<file path="src/rtl/execute_memory_register.sv">
// ---------------------------------------------------------------------------
// execute_memory_register
//   Execute -> Memory pipeline boundary for the 16-bit CPU. It uses a
//   valid/ready handshake with a 2-entry skid buffer. The main register
//   drives the outputs. The skid register holds one overflow entry, so a
//   Memory-stage stall never reaches Execute combinationally: in_ready is a
//   flop.
//
//   Optional feature (macro EM_STALL_COUNT_EN): adds the stall_cycles output.
//   It counts cycles with out_valid & !out_ready and saturates at 16'hFFFF.
//   Only rst_n clears it.
//
// Ports
//   clk, rst_n          clock (rising), async active-low reset
//   flush               synchronous kill of all held entries
//   in_valid/in_ready   Execute-side handshake (in_ready registered)
//   *_in                Execute control bits, mm_in, alu_result_in, store_data_in
//   out_valid/out_ready Memory-side handshake
//   *_out               held entry (1-bit controls gated by out_valid)
//   occupancy           entries held: 0, 1 or 2
//   stall_cycles        (EM_STALL_COUNT_EN only) saturating stall counter
// ---------------------------------------------------------------------------
module execute_memory_register #(
    parameter int DATA_W = 16
) (
    input  logic              clk,
    input  logic              rst_n,
    input  logic              flush,
    input  logic              in_valid,
    output logic              in_ready,
    input  logic              wbs_in,
    input  logic              wm_in,
    input  logic              am_in,
    input  logic              ni_in,
    input  logic              wce_in,
    input  logic              wme1_in,
    input  logic              wme2_in,
    input  logic [1:0]        mm_in,
    input  logic [DATA_W-1:0] alu_result_in,
    input  logic [DATA_W-1:0] store_data_in,
    output logic              out_valid,
    input  logic              out_ready,
    output logic              wbs_out,
    output logic              wm_out,
    output logic              am_out,
    output logic              ni_out,
    output logic              wce_out,
    output logic              wme1_out,
    output logic              wme2_out,
    output logic [1:0]        mm_out,
    output logic [DATA_W-1:0] alu_result_out,
    output logic [DATA_W-1:0] store_data_out,
    output logic [1:0]        occupancy
`ifdef EM_STALL_COUNT_EN
    ,
    output logic [15:0]       stall_cycles
`endif
);

    typedef enum logic [1:0] {EMPTY = 2'd0, ONE = 2'd1, TWO = 2'd2} state_t;

    typedef struct packed {
        logic              wbs, wm, am, ni, wce, wme1, wme2;
        logic [1:0]        mm;
        logic [DATA_W-1:0] alu;
        logic [DATA_W-1:0] st;
    } entry_t;

    // Flush clears the 1-bit control fields. mm and the data are left alone
    // so the outputs keep their last value while invalid.
    function automatic entry_t clear_ctrl(entry_t e);
        entry_t r;
        r      = e;
        r.wbs  = 1'b0;
        r.wm   = 1'b0;
        r.am   = 1'b0;
        r.ni   = 1'b0;
        r.wce  = 1'b0;
        r.wme1 = 1'b0;
        r.wme2 = 1'b0;
        return r;
    endfunction

    state_t state_q;
    entry_t main_q, skid_q, in_e;
    logic   in_ready_q;
    logic   accept, emit;

    assign in_e = '{wbs: wbs_in, wm: wm_in, am: am_in, ni: ni_in, wce: wce_in,
                    wme1: wme1_in, wme2: wme2_in, mm: mm_in,
                    alu: alu_result_in, st: store_data_in};

    assign out_valid = (state_q != EMPTY);
    assign in_ready  = in_ready_q;
    assign accept    = in_valid & in_ready_q;
    assign emit      = out_valid & out_ready;

    // in_ready_q is updated alongside the state. It is low only when the
    // next state is TWO.
    always_ff @(posedge clk or negedge rst_n) begin
        if (!rst_n) begin
            state_q    <= EMPTY;
            in_ready_q <= 1'b1;
            main_q     <= '0;
            skid_q     <= '0;
        end else if (flush) begin
            state_q    <= EMPTY;
            in_ready_q <= 1'b1;
            main_q     <= clear_ctrl(main_q);
            skid_q     <= clear_ctrl(skid_q);
        end else begin
            case (state_q)
                EMPTY: begin
                    if (accept) begin
                        main_q  <= in_e;
                        state_q <= ONE;
                    end
                end
                ONE: begin
                    if (accept && emit) begin
                        main_q <= in_e;
                    end else if (accept) begin
                        skid_q     <= in_e;
                        state_q    <= TWO;
                        in_ready_q <= 1'b0;
                    end else if (emit) begin
                        state_q <= EMPTY;
                    end
                end
                TWO: begin
                    if (emit) begin
                        main_q     <= skid_q;
                        state_q    <= ONE;
                        in_ready_q <= 1'b1;
                    end
                end
                default: begin
                    state_q    <= EMPTY;
                    in_ready_q <= 1'b1;
                end
            endcase
        end
    end

    assign occupancy      = state_q;
    assign wbs_out        = main_q.wbs  & out_valid;
    assign wm_out         = main_q.wm   & out_valid;
    assign am_out         = main_q.am   & out_valid;
    assign ni_out         = main_q.ni   & out_valid;
    assign wce_out        = main_q.wce  & out_valid;
    assign wme1_out       = main_q.wme1 & out_valid;
    assign wme2_out       = main_q.wme2 & out_valid;
    assign mm_out         = main_q.mm;
    assign alu_result_out = main_q.alu;
    assign store_data_out = main_q.st;

`ifdef EM_STALL_COUNT_EN
    logic [15:0] stall_q;

    always_ff @(posedge clk or negedge rst_n) begin
        if (!rst_n)
            stall_q <= 16'd0;
        else if (out_valid && !out_ready && stall_q != 16'hFFFF)
            stall_q <= stall_q + 16'd1;
    end

    assign stall_cycles = stall_q;
`endif

endmodule

</file>
<file path="config.mk">
export PLATFORM = sky130hd
export DESIGN_NAME = execute_memory_register
export DESIGN_NICKNAME = d
export VERILOG_FILES = /design/src/rtl/execute_memory_register.sv
export SDC_FILE = /design/constraint.sdc
export NUM_CORES = 1
export LEC_CHECK = 0
export ABC_AREA = 1
export CORE_ASPECT_RATIO = 0.9
export CORE_MARGIN = 2
export CORE_UTILIZATION = 60
export DETAILED_ROUTE_END_ITERATION = 7
export DONT_BUFFER_PORTS = 1
export GPL_ROUTABILITY_DRIVEN = 0
export GPL_TIMING_DRIVEN = 0
export PLACE_DENSITY = 0.86
export SLEW_MARGIN = 15
export SYNTH_ARGS = -nofsm -noshare
export SYNTH_HDL_FRONTEND = slang
export SYNTH_SLANG_ARGS = --single-unit
</file>
<file path="constraint.sdc">
create_clock -name clk -period 2.71 [get_ports clk]
set_input_delay 0.542 -clock clk [delete_from_list [all_inputs] [get_ports clk]]
set_output_delay 0.542 -clock clk [all_outputs]
set_load 0.05 [all_outputs]
</file>
# After elaboration in Yosys (flattened, before gate mapping)
# Index checks and enable logic that the tools add are counted.
totals:
  word_cells: 80
  input_bits: 46
  regBits: 85
  out_inout_bits: 45
op_classes:
  mux: 21
  n_bitwise: 11
  reduce_logical: 13
  n_eq_ne: 13
ops:
  columns: ["operator", "count"]
  rows:
  - ["41-bit 2-to-1 mux", 8]
  - ["41-bit one-hot mux with 3 select lines", 1]
  - ["4-bit AND reduction", 4]
  - ["3-bit != test (second input constant)", 5]
  - ["2-bit 2-to-1 mux", 6]
  - ["2-bit != test (second input constant)", 5]
  - ["1-bit AND", 9]
  - ["2-bit one-hot mux with 3 select lines", 1]
  - ["2-bit nonzero test", 3]
  - ["5-bit AND reduction", 1]
  - ["1-bit 2-to-1 mux", 4]
  - ["4-bit != test (second input constant)", 1]
  - ["4-bit nonzero test", 1]
  - ["1-bit one-hot mux with 3 select lines", 1]
  - ["3-bit AND reduction", 1]
  - ["3-bit nonzero test", 1]
  - ["2-bit by 1-bit equality test with 1-bit output (second input constant)", 1]
  - ["2-bit equality test (second input constant)", 1]
  - ["2-bit zero test", 1]
  - ["1-bit NOT", 2]
  - ["1-bit logical AND", 1]

# Logic depth before layout (Yosys ltp)
logic_depth:
  depth_word: 7
  mapped_depth: 9
  depth_no_buf: 7

# Worst setup path before layout
# OpenSTA, ideal clock, no wires.
synth_timing:
  kind: "register -> output"
  startpoint: "reg state_q[1], in the netlist occupancy[1]"
  endpoint: "out am_out"
  path_buffers: 1
  slack_ns: 0.588
  t_required_ns: 2.168
  path_stages_with_launch: 4
  t_arrival_ns: 1.580
  path_cell_list: "dfrtp_1 -> buf_6 -> nor2_2 -> nor2_1"
synth_via:
  elab_chain_cells: 2
synth_lines:
  columns: ["item", "line_no", "text"]
  rows:
  - ["from (decl)", "84", "state_t state_q;"]
  - ["from (signal assigned)", "102", "state_q <= EMPTY;"]
  - ["from (signal assigned)", "107", "state_q <= EMPTY;"]
  - ["from (signal assigned)", "116", "state_q <= ONE;"]
  - ["2-bit nonzero test", "93", "assign out_valid = (state_q != EMPTY);"]
  - ["1-bit AND", "148", "assign am_out = main_q.am & out_valid;"]
  - ["to (decl)", "45", "output logic am_out,"]
# Every way passes these cells.

# Final worst setup path
layout_timing:
  startpoint: "reg state_q[1], in the netlist occupancy[1]"
  endpoint: "out wme2_out"
layout_via:
  elab_chain_cells: 2
layout_lines:
  columns: ["item", "line_no", "text"]
  rows:
  - ["2-bit nonzero test", "93", null]
  - ["1-bit AND", "152", "assign wme2_out = main_q.wme2 & out_valid;"]
  - ["to (decl)", "49", "output logic wme2_out,"]
# Every way passes these cells.

==> results.txt <==
Die W: 92.1 microns
CTS tree: done
Layout cells sized above 1: 14.1%
CP endpoint kind: primary output
Total Routing Usage GR: 24.2%
CP Data Arrival Time: 2.04 ns
Worst setup margin: 0.131 ns
Status: complete, no violations
Detailed placer's ending HPWL: 6210 microns
Fill cell count: 581
Fin. Hold Viols: 0
Residual DRC: 0
Initial drt markers: 224
Vias in the first global route: 3127
Final nets: 588
CP Data Required Time: 2.17 ns
R2r setup slk: 0.72 ns
Ys Warns: 0
Final setup viols: 0
Reg2reg start: occupancy[0]$_DFFE_PN0P_
Worst Skew: 0.00866 ns
Yosys reg bits: 85
Seq/Total Area, Yosys: 50.8%
Final wirelength: 8920 microns
Initial antenna violation count: 0
Unrepaired setup endpoints after global routing: false
Gr ovfl total: 0
Pre-antenna DRT Iters: 5
Tmin final: 2.58 ns
Root buf cell: clkbuf_8
Area of the mapped netlist: 0.00419 sq mm
R2R cell count: 7
Largest net degree at the start of global routing: 85
Clock Latency Late Sink: 0.35 ns
# rows: 28
Max frequency: 388 MHz
Placed inst area: 0.00430 sq mm
Core ar.: 0.00666 sq mm
Syn_nets: 576
Routed Antenna Nets: 0
ANT cells: 0
Setup WS pre-CTS: 0.501 ns
MaxCap Viol Count: 0
Leak: 2.39 nW
Syn avg cell area: 7.91 sq um
TritonCTS Buffers: 9
Clock sink count: 85
Worst Path Max Fanout: 10
Clk slew on worst S/H paths: 0.08 ns
Crit start category: flip-flop
First-pass GRT wire length: 14800 microns
Crit path kind: reg -> out
Synth Instances: 530
Setup TNS: 0 ns
Final Max Slew Viols: 0
Post-synth cell types: 23
Vias per std cell: 5.30
VDD IR max: 0.000538 V
Die Y: 83.3 microns
Avg WL per Cell: 14.0 microns
Starting Density: 63.0%
Area growth syn-to-layout: 7.94%
Pwr Density: 905 mW/mm^2
Die Area: 0.00767 sq mm
Worst Setup SP: occupancy[1]$_DFFE_PN0P_
R2R Path End: store_data_out[9]$_DFFE_PN0P_
Least-Margin Pin Slew: 0.915 ns
Max clock buf depth: 2
CTS H-Tree Depth: 3
Via count: 3379
Worst slew margin: 38.7%
Final Cycle Share: 95.2%
Port bufs: 0
Fin area: 0.00452 sq mm
Worst Hold Class: in -> async
Ports: 91
Pwr Total: 4.09 mW
## cells in the mapped netlist, drive strengths merged
cell / instances / area, sq um
a31oi: 1 / 6.26
nor2: 16 / 72.6
dfstp: 1 / 26.3
o22ai: 7 / 43.8
nand3: 53 / 270
dfrtp: 84 / 2100
clkbuf: 10 / 37.5
nand2: 160 / 616
o21ai: 75 / 375
buf: 53 / 372
inv: 65 / 244
a21oi: 4 / 20.0
nor3: 1 / 5.00
## cell usage in the layout (no fill, tap or decap)
| cell | instances |
|---|---|
| a21oi_1 | 4 |
| a31oi_1 | 1 |
| buf_1 | 3 |
| buf_16 | 1 |
| buf_2 | 12 |
| buf_4 | 34 |
| buf_6 | 4 |
| bufinv_16 | 1 |
| clkbuf_1 | 12 |
| clkbuf_8 | 10 |
| clkinv_2 | 2 |
| clkinvlp_4 | 1 |
| dfrtp_1 | 84 |
| dfstp_2 | 1 |
| inv_1 | 62 |
| inv_2 | 3 |
| nand2_1 | 156 |
| nand2_2 | 3 |
| nand2_4 | 1 |
| nand3_1 | 52 |
| nand3_2 | 1 |
| nor2_1 | 13 |
| nor2_2 | 2 |
| nor2_4 | 1 |
| nor3_1 | 1 |
| o21ai_0 | 65 |
| o21ai_1 | 10 |
| o22ai_1 | 7 |
## metal layers
metal | vias up | GRT usage [%] | wire length (microns)
met5 | - | 0 | 0
met4 | 0 | 8.55 | 148
met3 | 14 | 5.90 | 664
met2 | 132 | 36.4 | 3990
met1 | 1582 | 34.4 | 4120
li1 | 1651 | - | -
## power breakdown
part           switching (mW)  internal, mW  total, mW
Sequential              0.204          1.61       1.81
Combinational           0.991         0.402       1.39
Clock                   0.436         0.449      0.885
## logic make-up after synthesis
logic type / share of synthesized area, %
compound gates: 10.6
buf+inv: 15.6
simple gates: 23.0
flops: 50.8
## worst max-delay path by stage
stage               slack, ns  cells after the start       end
floorplan                0.59                      3    am_out
global placement         0.53                      3  wme2_out
detailed placement       0.50                      3  wme2_out
CTS                      0.11                      3  wme2_out
global route             0.02                      2  wme2_out
finish                   0.13                      3  wme2_out
## state kept, by name, indices dropped and copies added, names as in the netlist
signal	count
skid_q	41
alu_result_out	16
store_data_out	16
main_q	7
mm_out	2
occupancy	2
in_ready	1
## area by class of cell
class,count,area [sq um],share of cell area [%]
Multi-Input combinational cell,317,1410,31.1
Tap cell,90,113,2.49
Sequential cell,85,2130,47.1
Buffer,63,409,9.05
Timing Repair Buffer,1,27.5,0.609
Inverter,65,244,5.39
Clock inverter,4,47.5,1.05
Clock buffer,12,145,3.21
## through the flow
step / hold WS (ns) / utilization, % / instances
6_report: 0.0311 / 68.0 / 637
5_1_grt: 0.0163 / 68.0 / 637
4_1_cts: 0.0247 / 68.0 / 637
3_5_place_dp: 0.248 / 64.6 / 620
3_3_place_gp: 0.248 / 64.6 / 620
2_1_floorplan: 0.246 / - / 530
## critical path: stages (launching register included)
cell     delay, ns
dfrtp_1       0.65
buf_6         0.20
nor2_2        0.09
nor2_1        0.74
## what timing repair did
item	CTS	global route
endpoints found under the hold margin	84	0
resized for setup	0	0
buffers inserted	0	0
hold buffers	1	0
No activity file was read; power rests on OpenSTA's default activity.
